`src/rtl/trigger_rate_scaler.sv`:
```
// trigger_rate_scaler: per-beam gated trigger counter with holdoff, saturation and a latched result bank
module trigger_rate_scaler #(
  parameter int NBEAMS = 2,
  parameter int COUNT_WIDTH = 32,
  parameter int PERIOD_WIDTH = 32,
  parameter int HOLDOFF_WIDTH = 5
) (
  input  logic clk_i,
  input  logic rst_i,
  input  logic [NBEAMS-1:0] trig_i,
  input  logic [PERIOD_WIDTH-1:0] period_i,
  input  logic [HOLDOFF_WIDTH-1:0] holdoff_i,
  input  logic continuous_i,
  input  logic start_i,
  input  logic stop_i,
  input  logic [$clog2(NBEAMS > 1 ? NBEAMS : 2)-1:0] rd_idx_i,
  output logic [COUNT_WIDTH-1:0] rd_dat_o,
  output logic rd_sat_o,
  output logic busy_o,
  output logic done_o,
  output logic [15:0] seq_o
);
  typedef enum logic {IDLE, COUNT} state_t;
  state_t state;
  logic [PERIOD_WIDTH-1:0] period, gate;
  logic [HOLDOFF_WIDTH-1:0] hold;
  logic cont, term, rd_ok;
  logic [COUNT_WIDTH-1:0] count [NBEAMS];
  logic [COUNT_WIDTH-1:0] count_nx [NBEAMS];
  logic [COUNT_WIDTH-1:0] result [NBEAMS];
  logic [HOLDOFF_WIDTH-1:0] holdoff [NBEAMS];
  logic [HOLDOFF_WIDTH-1:0] ho_nx [NBEAMS];
  logic [NBEAMS-1:0] sat, sat_nx, res_sat, hit;
  for (genvar g = 0; g < NBEAMS; g++) begin : g_beam
    assign hit[g] = trig_i[g] && holdoff[g] == '0;
    assign count_nx[g] = hit[g] && count[g] != '1 ? count[g] + COUNT_WIDTH'(1) : count[g];
    assign sat_nx[g] = sat[g] | (hit[g] && count[g] == '1);
    assign ho_nx[g] = hit[g] ? hold : holdoff[g] != '0 ? holdoff[g] - HOLDOFF_WIDTH'(1) : '0;
  end
  assign term = gate == period - PERIOD_WIDTH'(1);
  assign rd_ok = 32'(rd_idx_i) < NBEAMS;
  always_ff @(posedge clk_i or posedge rst_i) begin
    if (rst_i) begin
      state <= IDLE;
      period <= '0;
      gate <= '0;
      hold <= '0;
      cont <= 1'b0;
      busy_o <= 1'b0;
      done_o <= 1'b0;
      seq_o <= '0;
      sat <= '0;
      res_sat <= '0;
      for (int b = 0; b < NBEAMS; b++) begin
        count[b] <= '0;
        result[b] <= '0;
        holdoff[b] <= '0;
      end
    end else begin
      done_o <= 1'b0;
      if (state == IDLE) begin
        if (start_i && !stop_i) begin
          state <= COUNT;
          busy_o <= 1'b1;
          period <= period_i == '0 ? PERIOD_WIDTH'(1) : period_i;
          hold <= holdoff_i;
          cont <= continuous_i;
          gate <= '0;
          sat <= '0;
          for (int b = 0; b < NBEAMS; b++) begin
            count[b] <= '0;
            holdoff[b] <= '0;
          end
        end
      end else if (stop_i) begin
        state <= IDLE;
        busy_o <= 1'b0;
      end else begin
        for (int b = 0; b < NBEAMS; b++) holdoff[b] <= ho_nx[b];
        if (term) begin
          for (int b = 0; b < NBEAMS; b++) result[b] <= count_nx[b];
          res_sat <= sat_nx;
          seq_o <= seq_o + 16'd1;
          done_o <= 1'b1;
          gate <= '0;
          sat <= '0;
          for (int b = 0; b < NBEAMS; b++) count[b] <= '0;
          if (!cont) begin
            state <= IDLE;
            busy_o <= 1'b0;
          end
        end else begin
          gate <= gate + PERIOD_WIDTH'(1);
          sat <= sat_nx;
          for (int b = 0; b < NBEAMS; b++) count[b] <= count_nx[b];
        end
      end
    end
  end
  always_ff @(posedge clk_i or posedge rst_i) begin
    if (rst_i) begin
      rd_dat_o <= '0;
      rd_sat_o <= 1'b0;
    end else begin
      rd_dat_o <= rd_ok ? result[rd_idx_i] : '0;
      rd_sat_o <= rd_ok ? res_sat[rd_idx_i] : 1'b0;
    end
  end
endmodule

```
`config.mk`:
```
export PLATFORM = sky130hd
export DESIGN_NAME = trigger_rate_scaler
export DESIGN_NICKNAME = d
export VERILOG_FILES = /design/src/rtl/trigger_rate_scaler.sv
export SDC_FILE = /design/constraint.sdc
export NUM_CORES = 1
export LEC_CHECK = 0
export BUFFER_PORTS_ARGS = -buffer_cell sky130_fd_sc_hd__buf_2
export CORE_MARGIN = 3
export CORE_UTILIZATION = 53
export CTS_CLUSTER_DIAMETER = 100
export DETAILED_ROUTE_END_ITERATION = 10
export PLACE_DENSITY = 0.71
export SETUP_SLACK_MARGIN = 0.3
export SLEW_MARGIN = 30
export SYNTH_ARGS = -nofsm -noshare
export SYNTH_HDL_FRONTEND = slang
export SYNTH_SLANG_ARGS = --single-unit
```
`constraint.sdc`:
```
create_clock -name clk_i -period 14.6 [get_ports clk_i]
set_input_delay 0.73 -clock clk_i [delete_from_list [all_inputs] [get_ports clk_i]]
set_output_delay 0.73 -clock clk_i [all_outputs]
set_load 0.01 [all_outputs]
```
Word-level counts from Yosys, hierarchy flattened
Index checks and enable logic that the tools add are counted.

storage, ports and cells
  register bits after elaboration = 264
  latch bits = 0
  RAM bits = 0
  ROM bits = 0
  bits of input ports = 45
  output and inout bits = 51
  memories = 0

cells by class
  $add $sub $neg = 7
  $mul = 0
  divide/modulo/power cells = 0
  $lt $le $gt $ge = 2
  equal/unequal tests = 8
  shift operators = 0
  mux-type cells = 40
  bitwise logic cells = 5
  reductions and logical operators = 18

operator list
  operator               count
  $mux 32                10
  $mux 64                4
  $add 32x1->32 const B  3
  $eq 32x32->1 const B   2
  $ne 32x32->1 const B   2
  $eq 32x32->1           1
  $logic_not 32->1       1
  $sub 32x1->32 const B  1
  $mux 10                3
  $mux 5                 4
  $add 16x1->16 const B  1
  $mux 1                 15
  $logic_not 5->1        2
  $reduce_bool 5->1      2
  $sub 5x1->5 const B    2
  $mux 2                 4
  $logic_and 1x1->1      7
  $reduce_and 3->1       2
  $reduce_and 2->1       2
  $ne 3x2->1 const B     1
  $ne 3x3->1 const B     1
  $ge 2x2->1 const B     1
  $lt 1x2->1 const B     1
  $ne 2x2->1 const B     1
  other kinds (5)        7

Logic depth before layout (Yosys ltp)
  word-level depth = 7
  mapped depth = 13
  mapped depth without buffers = 10

Worst setup path after synthesis
OpenSTA, ideal clock, no wires.

  kind = register to register
  start = register period[24]
  end = register gate[20]
  setup time = 0.125 ns
  arrival = 3.421 ns
  slack = 11.055 ns
  cell stages (with the launch flop) = 11
  path buffers = 2
  clock period less this slack = 3.545 ns
  cells stage by stage = dfrtp_1 -> buf_6 -> or4_4 -> or4_1 -> a211o_1 -> o21ai_2 -> or4b_4 -> or4_4 -> buf_6 -> a31o_1 -> mux2_2

between the ends
  word-level cells in the longest chain between the ends = 5

ends and longest elaborated chain
  what                    line  text
  start, declared         25    logic [PERIOD_WIDTH-1:0] period, gate;
  start signal, assigned  65    period <= period_i == '0 ? PERIOD_WIDTH'(1) : period_i;
  $sub 32x1->32           40    assign term = gate == period - PERIOD_WIDTH'(1);
  $eq 32x32->1            40
  $mux 32                 80    if (term) begin
  $mux 32                 75    end else if (stop_i) begin
  $mux 32                 61    if (state == IDLE) begin
  end signal, assigned    93    gate <= gate + PERIOD_WIDTH'(1);
  end, declared           25

No other way between the ends. The select of a mux whose other input is x is not followed.
A chain may end at the register's enable or synchronous reset.

Worst setup path in the final report
  start = register period[0]
  end = register count[20] (netlist bit)

between the ends
  word-level cells in the longest chain between the ends = 5

ends and longest elaborated chain
  what                           line  text
  $sub 32x1->32                  40
  $eq 32x32->1                   40
  $mux 64                        80
  $mux 64                        75
  $mux 64                        61
  end signal, assigned by index  55    count[b] <= '0;
  end signal, assigned by index  71    count[b] <= '0;
  end, declared                  28    logic [COUNT_WIDTH-1:0] count [NBEAMS];

No other way between the ends. The select of a mux whose other input is x is not followed.

==> out/metrics.csv <==
stage,metric,value,unit
sta,TNS Setup,0,ns
sta,Tcrit/Tclk final,31.9,%
routing,WL per Instance,18.6,um
routing,First-pass DRT Iterations,5,
clocking,Clock transition at path regs,0.06,ns
clocking,CTS resizes,0,
clocking,H-tree lvl count,1,
place,GP Congestion,0.903,
sta,Final WS setup,9.94,ns
floorplan,num rows,58,
synthesis,simple-gate area share of the yosys netlist,19.2,%
setup_path,"Arr. time, crit path",5.09,ns
sta,Setup Viol. Count Final,0,
layout,ratio of cells with drive above 1 in the final layout,22.5,%
clocking,clock buffer count from CTS,29,
grt,first-pass GRT wire length,55000,um
clocking,root buf cell,clkbuf_16,
flow_run,Max Cap Viol,0,
setup_path,max incr delay on CP,0.64,ns
sta,worst rel slew slack,32.7,%
sta,fin. max-slew vios,0,
sta,"Hold Vio Cnt, Final",0,
routing,Initial DRC Count,799,
place,Place WS,10.06,ns
setup_path,"CP delay by family, top",simple AND/OR/NAND/NOR gates,
place,IO buf count,95,
grt,gr ovfl total,0,
synthesis,Synth Cell Area,0.0140,mm^2
synthesis,largest family of logic cells by synthesized area,simple AND/OR/NAND/NOR gates,
setup_path,Crit-path slowest cell,nor3b_1,
clocking,number of clock sinks,264,
routing,Routed WL,32700,um
place,DP Wirelength,21000,um
clocking,Skew-Pair Late Insertion Delay,0.55,ns
power_and_ir_drop,power per standard cell area,114,mW/mm^2
layout,layout overhead on the synthesized area,11.4,%
power_and_ir_drop,Pleak,6.95,nW
synthesis,post-synthesis sequential area ratio,47.1,%
floorplan,I/O Pins,96,
grt,gr usage total,22.9,%
synthesis,Main synth FF type,dfrtp_1,
sta,RSZ-0062 raised after global routing,no,
synthesis,Syn Area/Cell,10.4,um^2
setup_path,CP Capture Type,register,
synthesis,synth warn,0,
synthesis,Post-Syn Nets,1405,
run_status,status,finished clean,
layout,Final nets,1459,
synthesis,xor/xnor cell area share of the yosys netlist,7.42,%
synthesis,post-synth cell types,65,
sta,Tmin final,4.66,ns
floorplan,CORE AREA,0.0256,mm^2
sta,f_max,0.215,GHz
synthesis,number of enable flip-flop cells after synthesis,0,
floorplan,chip width,169,um
clocking,hold buffer count at cts,0,
clocking,Post-CTS Setup Bufs,0,
clocking,CTS max path bufs,3,
min_path,worst hold path class,in2async,
sta,Slew @ Worst Pin,1.00,ns
clocking,TritonCTS clock tree,built,
setup_path,kind of critical path,reg2reg,
grt,vias in the first global route,10678,
synthesis,async set-reset flop share out of synthesis,100,%
grt,initial antenna violation count,0,
floorplan,die height,169,um
setup_path,Crit path buffers/inverters,3,
synthesis,post-synthesis mux area share,11.4,%
routing,DRT antenna net count,0,
routing,Vias,10728,
layout,diode count,0,
setup_path,CP cell instances,inv_1 -> ha_1 -> nor3b_1 -> nand4_1 -> nor4_2 -> xnor2_1 -> or4b_4 -> nor4_4 -> buf_4 -> nor2_4 -> buf_4 -> a221o_1,
synthesis,Synth Instances,1353,
setup_path,"Top cell by count, worst path",buf_4,
setup_path,WP data required,15.03,ns
floorplan,Initial Utilization,54.8,%
synthesis,compound-cell area share of the yosys netlist,11.0,%
routing,DRC violations left,0,
synthesis,adder-cell share of the synthesized area,0.624,%
setup_path,crit path max fanout,61,
synthesis,Yosys reg bits,264,
power_and_ir_drop,worst vdd ir,0.109,mV
grt,largest net degree at the start of global routing,139,
sta,Clock Skews,0.0185,ns
floorplan,Die ar.,0.0285,mm^2
setup_path,CP Launch Type,register,
routing,vias per inst,6.11,
worst register-to-register path: cells and delay by family (launching register included):
kind	cells	cell delay, ns
simple gates	6	2.30
buf+inv	3	1.05
compound gates	1	0.45
flops	1	0.42
fa+ha+maj	1	0.17
xor+xnor	1	0.14
registers in the layout, summed over array words and instances, names as in the netlist:
name	cells
count	64
result	64
gate	32
period	32
rd_dat_o	32
seq_o	16
holdoff	10
hold	5
res_sat	2
sat	2
busy_o	1
cont	1
done_o	1
rd_sat_o	1
state	1
worst paths after layout:
check | start | endpoint | slack [ns] | cells after the start
min | rst_i | period[26] | 0.23 | 2
max | period[0] | count[20] | 9.94 | 12
max reg2reg | period[0] | count[20] | 9.94 | 12
min reg2reg | count[29] | count[29] | 0.48 | 1
max in group asynchronous | rst_i | count[31] | 12.90 | 3
min in group clk_i | holdoff_i[4] | hold[4] | 0.42 | 2
metal layers:
metal,track usage (%),up-vias,share of wire (%)
met3,2.87,40,4.6
met5,0,-,0
met1,33.2,5341,47
li1,-,5092,-
met2,37.3,255,47
met4,5.12,0,1.7
where the power goes:
part / leakage, nW / total, mW / internal (mW) / switching (mW)
Clock: 0.434 / 0.702 / 0.415 / 0.286
Sequential: 3.59 / 0.824 / 0.770 / 0.0538
Combinational: 2.93 / 0.259 / 0.108 / 0.152
area by class of cell:
type | instances | area [um^2]
Clock buffer | 44 | 812
Multi-Input combinational cell | 976 | 7010
Clock inverter | 5 | 82.6
Inverter | 28 | 118
Tap cell | 330 | 413
Timing Repair Buffer | 108 | 593
Fill cell | 2128 | 9980
Sequential cell | 264 | 6610
cell usage in the layout, fill, tap and decap left out, drive strengths merged, types with 7 or more instances in the layout:
master	synthesis	layout
nand3	67	67
nor2	91	91
nand2	109	109
o311ai	8	8
o21ai	28	28
nand4	47	47
a221o	29	29
mux2	135	135
a22o	26	26
nor4	28	28
dfrtp	264	264
and3	18	18
xor2	29	29
buf	23	108
a31o	9	9
inv	28	29
or4	25	25
nor3	47	47
mux2i	8	8
or3	10	10
xnor2	90	90
or2	12	12
and2	8	8
clkbuf	62	44
a31oi	18	18
o31a	7	7
ha	7	7
o31ai	17	17
and4	19	19
a21oi	14	14
per-stage QoR:
| stage | area (um^2) | std cells | hold WS [ns] | power (mW) | util (%) |
|---|---|---|---|---|---|
| floorplan | 14000 | 1353 | 0.449 | 1.02 | - |
| global placement | 14700 | 1705 | 0.458 | 1.09 | 57.4 |
| detailed placement | 14700 | 1706 | 0.465 | 1.09 | 57.5 |
| CTS | 15600 | 1755 | 0.401 | 1.80 | 61.0 |
| global route | 15600 | 1755 | 0.372 | 1.87 | 61.0 |
| finish | 15600 | 1755 | 0.228 | 1.79 | 61.0 |
synthesized netlist by cell type, types with 4 or more instances:
cell | number | area (um^2)
a31o_2 | 8 | 70.1
nor3b_1 | 6 | 45.0
xor2_1 | 29 | 254
o31a_1 | 7 | 61.3
o22ai_1 | 4 | 25.0
clkbuf_1 | 62 | 233
or4_1 | 23 | 173
nor4_1 | 24 | 150
mux2i_1 | 8 | 80.1
a22o_1 | 26 | 228
nand4_1 | 47 | 294
o211ai_1 | 6 | 45.0
and2_1 | 8 | 50.1
nand2_1 | 108 | 405
a21o_1 | 4 | 30.0
mux2_2 | 135 | 1520
a21oi_1 | 14 | 70.1
buf_2 | 17 | 85.1
nor3_1 | 47 | 235
a221o_1 | 29 | 290
dfrtp_1 | 264 | 6610
and3_1 | 18 | 113
o31ai_1 | 17 | 128
buf_1 | 4 | 15.0
a211o_1 | 5 | 43.8
nor2_1 | 91 | 342
o21ai_0 | 24 | 120
ha_1 | 7 | 87.6
or2_2 | 12 | 75.1
a31oi_1 | 18 | 113
xnor2_1 | 90 | 788
or3_1 | 10 | 62.6
nand3_1 | 67 | 335
o2111ai_1 | 5 | 43.8
o311ai_0 | 8 | 70.1
and4_1 | 19 | 166
inv_1 | 28 | 105
kinds of logic (layout without fill, tap and decap cells):
kind of cell             count (synthesis)  after routing
adder cells (fa/ha/maj)                  7              7
AND/OR/NAND/NOR                        507            507
AO/OA/AOI/OAI                          200            200
multiplexers                           143            143
flip-flops                             264            264
XOR/XNOR                               119            119
buffers and inverters                  113            185
Note: power is estimated with default switching activity, not from simulation.
